==> src/rtl/alu_pipe.sv <==
// Two-stage pipelined ALU with a running accumulator and valid/ready handshakes.
// S1 registers the operands; S2 computes, registers and holds result and flags for the consumer.
module alu_pipe #(
  parameter int WIDTH = 8
) (
  input  logic             clk,
  input  logic             rst,
  input  logic             in_valid,
  output logic             in_ready,
  input  logic [WIDTH-1:0] a,
  input  logic [WIDTH-1:0] b,
  input  logic [2:0]       opcode,
  input  logic             acc_clr,
  output logic             out_valid,
  input  logic             out_ready,
  output logic [WIDTH:0]   result,
  output logic             zero,
  output logic             carry,
  output logic             overflow
);

  localparam int SHW = $clog2(WIDTH);

  typedef enum logic [2:0] {
    OP_ADD = 3'b000,
    OP_SUB = 3'b001,
    OP_AND = 3'b010,
    OP_OR  = 3'b011,
    OP_XOR = 3'b100,
    OP_SHL = 3'b101,
    OP_SHR = 3'b110,
    OP_ACC = 3'b111
  } op_e;

  logic             s1_valid;
  logic [WIDTH-1:0] s1_a;
  logic [WIDTH-1:0] s1_b;
  op_e              s1_op;
  logic             s1_clr;
  logic [WIDTH:0]   acc;

  logic             s1_load;
  logic             s2_load;
  logic [SHW-1:0]   sh;
  logic [WIDTH:0]   a_ext;
  logic [WIDTH:0]   sum;
  logic [WIDTH:0]   diff;
  logic [WIDTH:0]   acc_d;
  logic [WIDTH:0]   res_d;
  logic             carry_d;
  logic             ovf_d;

  // S2 takes S1's transaction whenever the output slot is empty or being drained.
  assign s2_load  = s1_valid && (!out_valid || out_ready);
  assign in_ready = !rst && (!s1_valid || !out_valid || out_ready);
  assign s1_load  = in_valid && in_ready;

  assign sh    = s1_b[SHW-1:0];
  assign a_ext = {1'b0, s1_a};
  assign sum   = a_ext + {1'b0, s1_b};
  assign diff  = a_ext - {1'b0, s1_b};
  assign acc_d = s1_clr ? a_ext : acc + a_ext;

  always_comb begin
    // NOTE: every always_comb output is given a default first, so no path can infer a latch.
    res_d   = '0;
    carry_d = 1'b0;
    ovf_d   = 1'b0;
    case (s1_op)
      OP_ADD: begin
        res_d   = sum;
        carry_d = sum[WIDTH];
        ovf_d   = (s1_a[WIDTH-1] == s1_b[WIDTH-1]) && (sum[WIDTH-1] != s1_a[WIDTH-1]);
      end
      OP_SUB: begin
        res_d   = diff;
        carry_d = diff[WIDTH];
        ovf_d   = (s1_a[WIDTH-1] != s1_b[WIDTH-1]) && (diff[WIDTH-1] != s1_a[WIDTH-1]);
      end
      OP_AND:  res_d = {1'b0, s1_a & s1_b};
      OP_OR:   res_d = {1'b0, s1_a | s1_b};
      OP_XOR:  res_d = {1'b0, s1_a ^ s1_b};
      OP_SHL:  res_d = a_ext << sh;
      OP_SHR:  res_d = {1'b0, s1_a >> sh};
      OP_ACC:  res_d = acc_d;
      default: res_d = '0;
    endcase
  end

  // NOTE: operand registers carry no reset; s1_valid alone decides whether they mean anything.
  always_ff @(posedge clk) begin
    if (s1_load) begin
      s1_a   <= a;
      s1_b   <= b;
      s1_op  <= op_e'(opcode);
      s1_clr <= acc_clr;
    end
  end

  always_ff @(posedge clk) begin
    // NOTE: state registers use <= so every one samples pre-edge values in the same cycle.
    if (rst) begin
      s1_valid  <= 1'b0;
      out_valid <= 1'b0;
      result    <= '0;
      zero      <= 1'b0;
      carry     <= 1'b0;
      overflow  <= 1'b0;
      acc       <= '0;
    end else begin
      if (s1_load) begin
        s1_valid <= 1'b1;
      end else if (s2_load) begin
        s1_valid <= 1'b0;
      end

      // The accumulator commits with the S2 load, so a stalled ACC is applied exactly once.
      if (s2_load) begin
        out_valid <= 1'b1;
        result    <= res_d;
        zero      <= (res_d == '0);
        carry     <= carry_d;
        overflow  <= ovf_d;
        if (s1_op == OP_ACC) begin
          acc <= acc_d;
        end
      end else if (out_ready) begin
        out_valid <= 1'b0;
      end
    end
  end

endmodule

==> config.mk <==
export PLATFORM = sky130hd
export DESIGN_NAME = alu_pipe
export DESIGN_NICKNAME = d
export VERILOG_FILES = /design/src/rtl/alu_pipe.sv
export SDC_FILE = /design/constraint.sdc
export NUM_CORES = 1
export LEC_CHECK = 0
export ABC_AREA = 0
export BUFFER_PORTS_ARGS = -buffer_cell sky130_fd_sc_hd__buf_2
export CAP_MARGIN = 10
export CORE_MARGIN = 8
export CORE_UTILIZATION = 45
export CTS_CLUSTER_DIAMETER = 200
export DETAILED_ROUTE_END_ITERATION = 8
export PLACE_DENSITY = 0.66
export SLEW_MARGIN = 5
export SYNTH_ARGS = -nofsm -noshare
export SYNTH_HDL_FRONTEND = slang
export SYNTH_SLANG_ARGS = --single-unit
==> constraint.sdc <==
create_clock -name clk -period 3.7 [get_ports clk]
set_input_delay 0.185 -clock clk [delete_from_list [all_inputs] [get_ports clk]]
set_output_delay 0.185 -clock clk [all_outputs]
set_load 0.01 [all_outputs]
# After elaboration in Yosys (flattened, before gate mapping)
# Index checks and enable logic that the tools add are counted.
# totals
wordCells	54
register_bits	43
out_inout_bits	14
input_bits	24
# op_classes
bitwise_logic	3
mux	8
reduce_logical	16
addsub	3
n_shift	2
eq_ne	11
# ops
cell	count
case mux 9 bit (8 select lines)	1
== test 3 bit (second input constant)	4
adder 8 x 8 -> 9 bit	1
adder 9 x 8 -> 9 bit	1
logical NOT 9 bit	1
two-way mux 9 bit	1
left shift 8 x 3 -> 9 bit	1
subtractor 8 x 8 -> 9 bit	1
bitwise AND 8 bit	1
OR 8 bit	1
right shift 8 x 3 -> 8 bit	1
XOR 8 bit	1
== test 3 x 2 -> 1 bit (second input constant)	2
logical AND 1 bit	5
two-way mux 1 bit	4
case mux 1 bit (2 select lines)	2
nonzero test 2 bit	2
== test 3 x 1 -> 1 bit (second input constant)	1
logical NOT 1 bit	3
logical NOT 3 bit	1
logical OR 1 bit	3
!= test 1 bit	3
AND reduction 2 bit	1
== test 1 bit	1

# Longest topological paths before layout
# Gate-level depths: netlist (run 1).
# logic_depth
ltp_word	6
depth_mapped	12
mapped_depth_nobuf	11

# Worst setup path before layout (run 1)
# Ideal clock, no wire load.
# synth_path
path_kind	reg-to-reg
startpoint	reg s1_b[2]
endpoint	reg zero
setup_time_ns	0.096
slack_ns	0.713
stages_incl_launch_ff	13
arrival_time_ns	2.891
path_buffers	3
period_less_slack_ns	2.987
cell_sequence	edfxtp_1 clkbuf_1 inv_1 clkbuf_1 ha_1 clkbuf_1 nand2b_1 a22o_1 o311a_1 o22ai_1 nand2_1 a211o_1 o41ai_2
# synth_via
elab_chain_len	3
elab_cells_between_ends	9
cone_classes	add/sub (2); shift (2); mux (1); bitwise (3); reduce/logical (1)
# synth_lines
item	line_no	text
start: declaration	37	logic [WIDTH-1:0] s1_b;
start signal: assignment	94	s1_b <= b;
subtractor 8 x 8 -> 9 bit, or another cell as far along	61	assign diff = a_ext - {1'b0, s1_b};
case mux 9 bit (8 select lines) *	69	case (s1_op)
logical NOT 9 bit *	121	zero <= (res_d == '0);
end signal: assignment	121	
end: declaration	17	output logic zero,
# Every way passes the cells marked *; elsewhere a longest branch is shown, timed or not.
# A chain may end at the register's enable or synchronous reset.

# Worst setup path after layout (run 1)
# Same ends and word-level chain as after synthesis.

==> results of run 1 <==
power breakdown:
group | total, mW | internal (mW) | switching [mW]
clock network | 0.373 | 0.175 | 0.198
registers | 0.546 | 0.518 | 0.0278
logic | 0.287 | 0.120 | 0.166
total | 1.21 | 0.813 | 0.392
layout by cell type, fill, tap and decap left out, drive strengths merged, types with 3 or more instances in the layout:
cell type   n
buf        45
nor2       42
ha         33
nand2      31
inv        27
dfxtp      23
a21oi      22
edfxtp     20
o21ai      20
nor3       15
nor2b      13
a211oi     13
mux2i      11
nand2b      8
o211ai      8
xnor2       8
nand3       7
mux4        7
nor3b       6
o31ai       6
clkbuf      6
a211o       5
a311oi      5
nor4        5
o21bai      4
o21a        4
o31a        4
a2111oi     4
or3         4
o22ai       4
nand3b      4
or3b        4
nor4b       4
and2        3
o311a       3
fa          3
o221ai      3
or4         3
final timing paths:
path / startpoint / endpoint / slack (ns) / depth (start not counted)
max: s1_b[2]$_DFFE_PP_ / zero$_SDFFE_PP0P_ / 0.55 / 8
min: b[1] / s1_b[1]$_DFFE_PP_ / 0.04 / 1
max reg2reg: s1_b[2]$_DFFE_PP_ / zero$_SDFFE_PP0P_ / 0.55 / 8
min reg2reg: result[3]$_SDFFE_PP0P_ / result[3]$_SDFFE_PP0P_ / 0.46 / 2
cell families (layout without fill, tap and decap cells):
kind of cell / count (synthesis) / count (layout) / synth area share (%)
AOI/OAI and AO/OA: 130 / 130 / 24.2
buffers and inverters: 60 / 80 / 6.22
and+or+nand+nor: 159 / 159 / 21.5
DFF: 43 / 43 / 26.6
adders and majority gates: 36 / 36 / 11.9
muxes: 19 / 19 / 7.38
xor gates and xnor gates: 10 / 10 / 2.20
metal layers:
layer	part of all wire (%)	GRT usage (%)	wire length (um)	vias up
li1	-	-	-	1748
met1	46	27.0	5370	1743
met2	45	30.4	5190	137
met3	5.4	3.60	631	29
met4	3.3	6.66	387	0
met5	0	0	0	-
critical path, cell delays in order (launching register included):
cell and delay (ns):
sky130_fd_sc_hd__edfxtp_1 0.56, sky130_fd_sc_hd__inv_1 0.41, sky130_fd_sc_hd__ha_1 0.41, sky130_fd_sc_hd__nor4_1 0.49
sky130_fd_sc_hd__o31ai_1 0.23, sky130_fd_sc_hd__mux2i_1 0.19, sky130_fd_sc_hd__o32ai_1 0.36, sky130_fd_sc_hd__a21oi_1 0.09
sky130_fd_sc_hd__o41ai_2 0.31
flip-flops by register name, summed over array words and instances, names as in the netlist:
signal	cells
acc	9
carry	1
out_valid	1
overflow	1
result	9
s1_a	8
s1_b	8
s1_clr	1
s1_op	3
s1_valid	1
zero	1
per-stage QoR:
| stage | utilization, % | std cells |
|---|---|---|
| floorplan | - | 457 |
| global placement | 48.8 | 577 |
| detailed placement | 48.8 | 577 |
| CTS | 50.1 | 585 |
| global route | 50.1 | 585 |
| finish | 50.1 | 585 |
cell type report:
cell class	instances	area (um^2)	share of cell area (%)
flip-flops and latches	43	1060	24.5
multi-input cells	354	2680	61.8
clock buffers	6	93.8	2.17
clock inverters	2	13.8	0.318
repair buffers	45	245	5.67
well taps	108	135	3.12
inverters	27	101	2.34
==> results.env, run 1 <==
FINAL.SETUP_SKEW_NS=0.0202
ROUTE.VIAS.TOTAL=3657
REPORT.POWER.TOTAL_mW=1.21
IO_BUFFERS=37
CLOCK_PATH_BUFFERS=2
POWER.IR.VDD_WORST_mV=0.143
POST_SYNTH_DESIGN_CELL_AREA_UM2=3980
GRT_ANTENNA_BEFORE_REPAIR=0
SETUP_TOTAL_NEGATIVE_SLACK_NS=0
SYNTH_TOP_AREA_CELL='sky130_fd_sc_hd__edfxtp_1'
YOSYS-TOP-CELLS-COUNT='sky130_fd_sc_hd__nor2_1 (42), sky130_fd_sc_hd__ha_1 (33), sky130_fd_sc_hd__nand2_1 (31)'
NUMBER_OF_GLOBAL_ROUTE_VIAS_BEFORE_REPAIR=3451
DESIGN.CORE.AREA_UM2=8640
DETAILEDPLACEMENTHPWL_UM=8650
POST_SYNTH.CELL_AREA_AVG_UM2=8.72
SETUP_WS_NS=0.548
FINAL_MIN_PERIOD_OVER_CLOCK_PERIOD_PCT=85.2
POST-ROUTE-CELL-AREA_UM2=4330
CTS.REPORTEDPATHS.CLKPINSLEW_NS=0.11
POSTSYNTHCELLCOUNT=457
CRITICAL_PATH_ARRIVAL_NS=3.36
WORST_EP_REQUIRED_TIME_NS=3.91
CTS-ROOT-BUF='sky130_fd_sc_hd__clkbuf_8'
GROUTE.USAGE.OVERALL_PCT=19.7
DIE_W_UM=110
FLOORPLAN.DIE_AREA_UM2=12100
FINALCRITICALPERIOD_NS=3.15
INSERTION_DELAY_NS=0.31
ASYNC_FLOP_SHARE_PCT=0
TIMING.SLEW.HEADROOM_PCT=37.7
CRITICALPATHCATEGORY='reg2reg'
END_KIND='flip-flop'
CHIPHEIGHT_UM=110
CTS_INSERTED_BUFFERS=5
ANT_NETS=0
YOSYSWARNINGS=0
REGISTER_AREA_SHARE_AFTER_SYNTHESIS_PCT=26.6
GRT_START_MAX_NET_PINS=26
DRT-VIAS-PER-INSTANCE=6.25
POST-CTS-SETUP-BUFFERS=0
WORSTPATHMAXFANOUT=14
DR.FIRST_ITER.DRC_COUNT=358
NUM_ROWS=34
YOSYS.CELL_COUNT.TOP_TYPE='sky130_fd_sc_hd__nor2_1'
FINAL.HOLD.WORST_SLACK_NS=0.0354
WORSTHOLDPATHTYPE='in2reg'
PRECTSSETUPSLACK_NS=0.632
CTS_HOLD_BUFFERS=0
CLOCK-SINKS=43
GP_CONGESTION=1.03
POWER_DENSITY_nW_PER_UM2=279
SYNTHTOLAYOUTAREAGROWTH_PCT=8.57
RUN_STATUS='finished clean'
POST_CTS_RESIZED=0
FINALWIRELENGTH_UM=11600
FILLERS=847
POST-SYNTH-TOP-AREA-FRACTION_PCT=15.1
GR-TOTAL-OVERFLOW=0
FINAL-HOLD-VIOLATION-COUNT=0
TOTAL_NETS_FINAL=536
TRITONCTS_CLOCK_TREE='built'
POST_SYNTHESIS_CELL_TYPE_COUNT=75
DETAILEDROUTE.FIRSTPASSITERATIONCOUNT=4
SETUP_VIOL_COUNT_FINAL=0
CRITPATHLAUNCHTYPE='flip-flop'
H-TREE-DEPTH=2
YS_TOP_CELLS_BY_AREA='sky130_fd_sc_hd__edfxtp_1 (15%), sky130_fd_sc_hd__dfxtp_1 (12%), sky130_fd_sc_hd__ha_1 (10%)'
WORSTMARGINPINSLEW_NS=0.934
LEAKAGE_nW=1.78
GRT_FIRST_PASS_WIRELENGTH_UM=18400
SYNTH_FP_NETS=517
TOP_LEVEL_PORTS=38
SYNTH_ENABLE_FLOP_CELLS=20
INITIAL_CORE_UTIL_PCT=46.1
PLACED_INST_AREA_UM2=4220
DRV_SLEW=0
SYNTH_SEQ_CELLS=43
GRT_SETUP_UNREPAIRED='no'
NUM_ANTENNA_CELLS=0
DETAIL_ROUTE.DRC_VIOLATIONS=0
SYNTH-MAIN-FF-CELL='sky130_fd_sc_hd__dfxtp_1'
WL_PER_CELL_UM=19.8
POST_ROUTE_CELLS_DRIVE_ABOVE_1_SHARE_PCT=14.3
MAX_FREQ_GHz=0.317
MAXCAPVIOLCOUNT=0
(Power assumes the default switching activity.)
==> run 2: changes to the inputs <==
--- a/config.mk
+++ b/config.mk
@@ -9,10 +9,11 @@
 export BUFFER_PORTS_ARGS = -buffer_cell sky130_fd_sc_hd__buf_2
 export CAP_MARGIN = 10
 export CORE_MARGIN = 8
-export CORE_UTILIZATION = 45
+export CORE_UTILIZATION = 61
 export CTS_CLUSTER_DIAMETER = 200
 export DETAILED_ROUTE_END_ITERATION = 8
-export PLACE_DENSITY = 0.66
+export GPL_ROUTABILITY_DRIVEN = 0
+export PLACE_DENSITY = 0.85
 export SLEW_MARGIN = 5
 export SYNTH_ARGS = -nofsm -noshare
 export SYNTH_HDL_FRONTEND = slang
==> results.env, run 2 (same netlist as run 1, synthesis figures left out) <==
RUN_STATUS='finished clean'
CRITPATHBUFINV=1  # unchanged
END_KIND='flip-flop'
CP_TOP_FAMILY='compound AO/OA/AOI/OAI gates'
CLOCK_PATH_BUFFERS=2  # unchanged
MOSTFREQUENTLAYOUTCELL='sky130_fd_sc_hd__nor2_1'
CTS_HOLD_BUFFERS=0  # unchanged
TIMING.SLEW.HEADROOM_PCT=40.8  # +3.1 points
PRECTSSETUPSLACK_NS=0.648  # +0.0162 ns
MAX_FREQ_GHz=0.308  # -2.9%
CPPEAKSTAGEDELAY_NS=0.62  # +0.06 ns
WORSTPATHCELLLIST='inv_1 -> ha_1 -> nor4_1 -> o31ai_1 -> mux2i_1 -> o32ai_1 -> a21oi_1 -> o41ai_2'
SYNTHTOLAYOUTAREAGROWTH_PCT=7.07
REG_TOP3='acc x9, result x9'
DIE_W_UM=96.8  # -12%
PLACED_INST_AREA_UM2=4150  # -1.6%
CRITPATHLAUNCHTYPE='flip-flop'
DRT-VIAS-PER-INSTANCE=7.07  # +13%
WORSTPATHMAXFANOUT=14  # unchanged
GRT_ANTENNA_BEFORE_REPAIR=0  # unchanged
WORST_EP_REQUIRED_TIME_NS=3.92  # about the same
FLOORPLAN.DIE_AREA_UM2=9370  # -23%
GROUTE.USAGE.OVERALL_PCT=23.2  # +3.5 points
IO_BUFFERS=37  # unchanged
DETAILEDROUTE.FIRSTPASSITERATIONCOUNT=5  # +1
SETUP_VIOL_COUNT_FINAL=0  # unchanged
POST_ROUTE_CELLS_DRIVE_ABOVE_1_SHARE_PCT=13.5  # -0.73 points
DRV_SLEW=0  # unchanged
TOP_LEVEL_PORTS=38  # unchanged
SWITCHING_POWER_mW=0.376  # -4.2%
FINALCRITICALPERIOD_NS=3.24  # +0.0925 ns
ANT_NETS=0  # unchanged
FINAL.SETUP_SKEW_NS=0.0102  # -0.00996 ns
DR.FIRST_ITER.DRC_COUNT=763  # +110%
POST-CTS-SETUP-BUFFERS=0  # unchanged
SETUP_WS_NS=0.456  # -0.0925 ns
WORST_PATH_MAX_DELAY_CELL='sky130_fd_sc_hd__nor4_1'
FILLERS=497  # -41%
H-TREE-DEPTH=2  # unchanged
TRITONCTS_CLOCK_TREE='built'
SETUP_TOTAL_NEGATIVE_SLACK_NS=0  # unchanged
NUM_ANTENNA_CELLS=0  # unchanged
DESIGN.CORE.AREA_UM2=6350  # -26%
FINAL-HOLD-VIOLATION-COUNT=0  # unchanged
PWR-SHARE-SEQ_PCT=45.6  # +0.3 points
P_COMB_SHARE_PCT=23.3  # -0.5 points
WL_PER_CELL_UM=20.5  # +3.5%
FINALWIRELENGTH_UM=11300  # -2.7%
NUMBER_OF_GLOBAL_ROUTE_VIAS_BEFORE_REPAIR=3719  # +7.8%
REPORT.POWER.TOTAL_mW=1.21  # +0.12%
INITIAL_CORE_UTIL_PCT=62.7  # +17 points
ROUTE.VIAS.TOTAL=3888  # +6.3%
WORSTHOLDPATHTYPE='in2reg'
POWER_SWITCHING_SHARE_PCT=31.1  # -1.4 points
GR-TOTAL-OVERFLOW=0  # unchanged
POST_CTS_RESIZED=0  # unchanged
NUM_ROWS=29  # -15%
DETAIL_ROUTE.DRC_VIOLATIONS=0  # unchanged
CTS_INSERTED_BUFFERS=5  # unchanged
INTERNAL_POWER_mW=0.831  # +2.2%
INSERTION_DELAY_NS=0.31  # about the same
POST-ROUTE-CELL-AREA_UM2=4270  # -1.4%
PWR-SHARE-CLK_PCT=31.1  # +0.2 points
CLOCK-SINKS=43  # unchanged
CRITICAL_PATH_ARRIVAL_NS=3.46  # +0.10 ns
GRT_FIRST_PASS_WIRELENGTH_UM=18300  # -0.86%
POWER.IR.VDD_WORST_mV=0.285  # +99%
LAYOUT.CELLS.MOST_COMMON_LIST='sky130_fd_sc_hd__nor2_1 (42), sky130_fd_sc_hd__buf_2 (37), sky130_fd_sc_hd__ha_1 (33), sky130_fd_sc_hd__nand2_1 (31), sky130_fd_sc_hd__inv_1 (25)'
CRITICALPATHCATEGORY='reg2reg'
WORSTMARGINPINSLEW_NS=0.888  # -0.0463 ns
LEAKAGE_nW=1.76  # -0.87%
MAXCAPVIOLCOUNT=0  # unchanged
TOTAL_NETS_FINAL=532  # -0.75%
CHIPHEIGHT_UM=96.8  # -12%
GRT_SETUP_UNREPAIRED='no'
POWER_DENSITY_nW_PER_UM2=283  # +1.5%
CTS-ROOT-BUF='sky130_fd_sc_hd__clkbuf_8'
DETAILEDPLACEMENTHPWL_UM=8110  # -6.3%
CTS.REPORTEDPATHS.CLKPINSLEW_NS=0.09  # -0.02 ns
GRT_START_MAX_NET_PINS=26  # unchanged
FINAL_MIN_PERIOD_OVER_CLOCK_PERIOD_PCT=87.7  # +2.5 points
[run 2: cell count changes in the layout (fill, tap and decap cells not counted), sizes merged]
cell,delta
inv,+1
clkinv,-2
buf,-4
clkbuf,+1
[run 2: power groups by stage]
stage                     clock [mW]  combinational, mW  sequential [mW]
after detailed placement           0              0.270            0.560
after floorplan                    0              0.207            0.546
after CTS                      0.376              0.274            0.549
after global routing           0.402              0.304            0.554
after global placement             0              0.263            0.558
final                          0.375              0.281            0.551
[run 2: per-stage QoR]
step                      cells  hold WS, ns  util [%]
after global routing        550       0.0384      67.2
after detailed placement    542        0.363      65.3
after CTS                   550       0.0503      67.2
final                       550       0.0465      67.2
after floorplan             457        0.257         -
after global placement      542        0.361      65.3
[run 2: routing by layer]
layer	vias to the layer above	global-route usage (%)	wire length, um
li1	1743	-	-
met1	1823	28.6	4380
met2	252	36.8	5200
met3	70	4.55	1030
met4	0	13.1	646
met5	-	0	0
[run 2: area by class of cell]
type / instances / area, um^2 / share of cell area [%]
Clock buffer: 7 / 108 / 2.52
Clock inverter: 1 / 8.76 / 0.205
Sequential cell: 43 / 1060 / 24.9
Tap cell: 77 / 96.3 / 2.26
Inverter: 27 / 101 / 2.38
Multi-Input combinational cell: 354 / 2680 / 62.7
Timing Repair Buffer: 41 / 215 / 5.05
[run 2: worst paths after layout]
path	from	to	slack [ns]	cells past startpoint
max	s1_b[2]$_DFFE_PP_	zero$_SDFFE_PP0P_	0.46	8
min	b[1]	s1_b[1]$_DFFE_PP_	0.05	1
max reg2reg	s1_b[2]$_DFFE_PP_	zero$_SDFFE_PP0P_	0.46	8
min reg2reg	result[5]$_SDFFE_PP0P_	result[5]$_SDFFE_PP0P_	0.46	2
==> run 3: changes to the inputs <==
--- a/config.mk
+++ b/config.mk
@@ -8,12 +8,16 @@
 export ABC_AREA = 0
 export BUFFER_PORTS_ARGS = -buffer_cell sky130_fd_sc_hd__buf_2
 export CAP_MARGIN = 10
+export CELL_PAD_IN_SITES_DETAIL_PLACEMENT = 1
+export CELL_PAD_IN_SITES_GLOBAL_PLACEMENT = 1
 export CORE_MARGIN = 8
-export CORE_UTILIZATION = 61
+export CORE_UTILIZATION = 46
 export CTS_CLUSTER_DIAMETER = 200
 export DETAILED_ROUTE_END_ITERATION = 8
 export GPL_ROUTABILITY_DRIVEN = 0
-export PLACE_DENSITY = 0.85
+export HOLD_SLACK_MARGIN = 0.05
+export MAX_ROUTING_LAYER = met4
+export PLACE_DENSITY = 0.84
 export SLEW_MARGIN = 5
 export SYNTH_ARGS = -nofsm -noshare
 export SYNTH_HDL_FRONTEND = slang
==> results.env, run 3 (same netlist as run 1, synthesis figures left out) <==
RUN_STATUS='finished clean'
ROUTE.VIAS.TOTAL=3905  # +0.44%
TIMING.HOLD.WORST.START='a[6]'
MOSTFREQUENTLAYOUTCELL='sky130_fd_sc_hd__nor2_1'
CRITICALPATHCATEGORY='reg2reg'
IO_BUFFERS=37  # unchanged
TOTAL_NETS_FINAL=549  # +3.2%
ANT_NETS=0  # unchanged
CHIPHEIGHT_UM=109  # +13%
LAYOUT.AREA.SEQ_UM2=1060  # unchanged
TRITONCTS_CLOCK_TREE='built'
CP_TOP_FAMILY='compound AO/OA/AOI/OAI gates'
H-TREE-DEPTH=2  # unchanged
GRT_ANTENNA_BEFORE_REPAIR=0  # unchanged
WORSTPATHCELLLIST='inv_1 -> ha_1 -> o21ba_2 -> nor4_1 -> o31ai_1 -> mux2i_1 -> o32ai_1 -> a21oi_1 -> o41ai_2'
PLACED_CELLS=574  # +5.9%
REG_TOP3='acc x9, result x9'
POST-ROUTE-CELL-AREA_UM2=4460  # +4.6%
LEAKAGE_nW=1.83  # +3.9%
GROUTE.USAGE.OVERALL_PCT=23.5  # +0.26 points
REPORT.POWER.TOTAL_mW=1.22  # +1.1%
CTS-ROOT-BUF='sky130_fd_sc_hd__clkbuf_8'
POWER_DENSITY_nW_PER_UM2=273  # -3.4%
WORSTHOLDPATHTYPE='in2reg'
WORSTMARGINPINSLEW_NS=1.10  # +0.214 ns
MIN_DELAY_PATH_DEPTH=1  # unchanged
WORSTHOLDENDPOINT='s1_a[6]$_DFFE_PP_'
WORST_EP_REQUIRED_TIME_NS=3.92  # about the same
DRT-VIAS-PER-INSTANCE=6.53  # -7.6%
INSERTION_DELAY_NS=0.32  # about the same
CTS_INSERTED_BUFFERS=5  # unchanged
FIN_CELLS=598  # +8.7%
SYNTHTOLAYOUTAREAGROWTH_PCT=12.0
CRITICAL_PATH_CELL_COUNT=9  # +1
TIMING.SLEW.HEADROOM_PCT=26.5  # -14 points
SETUP_VIOL_COUNT_FINAL=0  # unchanged
WORST_PATH_MAX_DELAY_CELL='sky130_fd_sc_hd__edfxtp_1'
GRT_SETUP_UNREPAIRED='no'
FINAL-HOLD-VIOLATION-COUNT=0  # unchanged
DR.FIRST_ITER.DRC_COUNT=332  # -56%
CRITPATHBUFINV=1  # unchanged
LAYOUT.CELLS.MOST_COMMON_LIST='sky130_fd_sc_hd__nor2_1 (42), sky130_fd_sc_hd__buf_2 (37), sky130_fd_sc_hd__ha_1 (33), sky130_fd_sc_hd__nand2_1 (31), sky130_fd_sc_hd__inv_1 (25)'
CLOCK-SINKS=43  # unchanged
NUM_ROWS=34  # +17%
WORSTPATHMAXFANOUT=12  # -2
POWER.IR.VDD_WORST_mV=0.178  # -37%
R2R-END='zero$_SDFFE_PP0P_'
FINALCRITICALPERIOD_NS=3.52  # +0.271 ns
NUMBER_OF_GLOBAL_ROUTE_VIAS_BEFORE_REPAIR=4034  # +8.5%
GRT_START_MAX_NET_PINS=26  # unchanged
MAXCAPVIOLCOUNT=0  # unchanged
SETUP_SLACK_REG_TO_REG_NS=0.18  # -0.27 ns
CRITPATHLAUNCHTYPE='flip-flop'
SETUP_TOTAL_NEGATIVE_SLACK_NS=0  # unchanged
RR_STARTPOINT='s1_a[1]$_DFFE_PP_'
POST_CTS_RESIZED=0  # unchanged
DIE_W_UM=109  # +13%
PLACED_INST_AREA_UM2=4200  # +1.1%
POST_ROUTE_CELLS_DRIVE_ABOVE_1_SHARE_PCT=13.3  # -0.27 points
GR-TOTAL-OVERFLOW=0  # unchanged
FLOORPLAN.DIE_AREA_UM2=11900  # +27%
FINAL_MIN_PERIOD_OVER_CLOCK_PERIOD_PCT=95.0  # +7.3 points
DRV_SLEW=0  # unchanged
CRITICAL_PATH_ARRIVAL_NS=3.73  # +0.27 ns
FILLERS=1021  # +110%
DETAILEDPLACEMENTHPWL_UM=9380  # +16%
FF2FF_PATH_DEPTH=9  # +1
DETAIL_ROUTE.DRC_VIOLATIONS=0  # unchanged
NUM_ANTENNA_CELLS=0  # unchanged
FINAL.SETUP_SKEW_NS=0.0151  # +0.00484 ns
INITIAL_CORE_UTIL_PCT=46.6  # -16 points
END_KIND='flip-flop'
DETAILEDROUTE.FIRSTPASSITERATIONCOUNT=4  # -1
CTS.REPORTEDPATHS.CLKPINSLEW_NS=0.10  # about the same
CLOCK_PATH_BUFFERS=2  # unchanged
GRT_FIRST_PASS_WIRELENGTH_UM=21200  # +16%
MAX_FREQ_GHz=0.284  # -7.7%
FINALWIRELENGTH_UM=13200  # +18%
MULTI_INPUT_COMB_AREA_UM2=2680  # unchanged
WL_PER_CELL_UM=22.1  # +8.1%
TOP_LEVEL_PORTS=38  # unchanged
DESIGN.CORE.AREA_UM2=8550  # +35%
CPPEAKSTAGEDELAY_NS=0.67  # +0.05 ns
==> run 3: timing repair <==
action                                  CTS  global route
hold buffers                             16             0
setup buffers                             0             0
endpoints found under the hold margin    16             0
endpoints found under the setup margin    0             0
==> run 3: worst max-delay path by stage <==
stage | startpoint | to | slack [ns]
3_3_place_gp | s1_b[2]$_DFFE_PP_ | zero$_SDFFE_PP0P_ | 0.70
3_5_place_dp | s1_a[1]$_DFFE_PP_ | zero$_SDFFE_PP0P_ | 0.44
4_1_cts | s1_a[1]$_DFFE_PP_ | zero$_SDFFE_PP0P_ | 0.28
2_1_floorplan | s1_b[2]$_DFFE_PP_ | zero$_SDFFE_PP0P_ | 0.71
6_report | s1_a[1]$_DFFE_PP_ | zero$_SDFFE_PP0P_ | 0.18
5_1_grt | s1_a[1]$_DFFE_PP_ | zero$_SDFFE_PP0P_ | 0.03
==> run 3: area by class of cell <==
type / count / area share, %
clock inverter: 2 / 0.308
multi-input combinational: 354 / 59.9
inverter: 27 / 2.27
clock buffer: 6 / 2.10
tap: 108 / 3.03
timing repair buffer: 58 / 8.58
sequential: 43 / 23.8
==> run 3: through the flow <==
| step | utilization (%) | setup WS (ns) | hold slack, ns |
|---|---|---|---|
| 2_1_floorplan | - | 0.713 | 0.257 |
| 3_3_place_gp | 49.1 | 0.700 | 0.361 |
| 3_5_place_dp | 49.1 | 0.440 | 0.363 |
| 4_1_cts | 52.2 | 0.281 | 0.0530 |
| 5_1_grt | 52.2 | 0.0331 | 0.0514 |
| 6_report | 52.2 | 0.185 | 0.0543 |
==> run 3: routing by layer <==
metal,up-vias,share of wire (%),global-route usage (%)
li1,1779,-,-
met5,-,0,-
met4,0,3.5,10.8
met1,1943,41,27.2
met2,145,50,39.3
met3,38,5.2,3.31
==> run 3: power breakdown <==
part           internal, mW  leakage (nW)  switching, mW  total, mW
clock network         0.174        0.0563          0.191      0.365
registers             0.518         0.375         0.0312      0.550
logic                 0.130          1.40          0.175      0.305
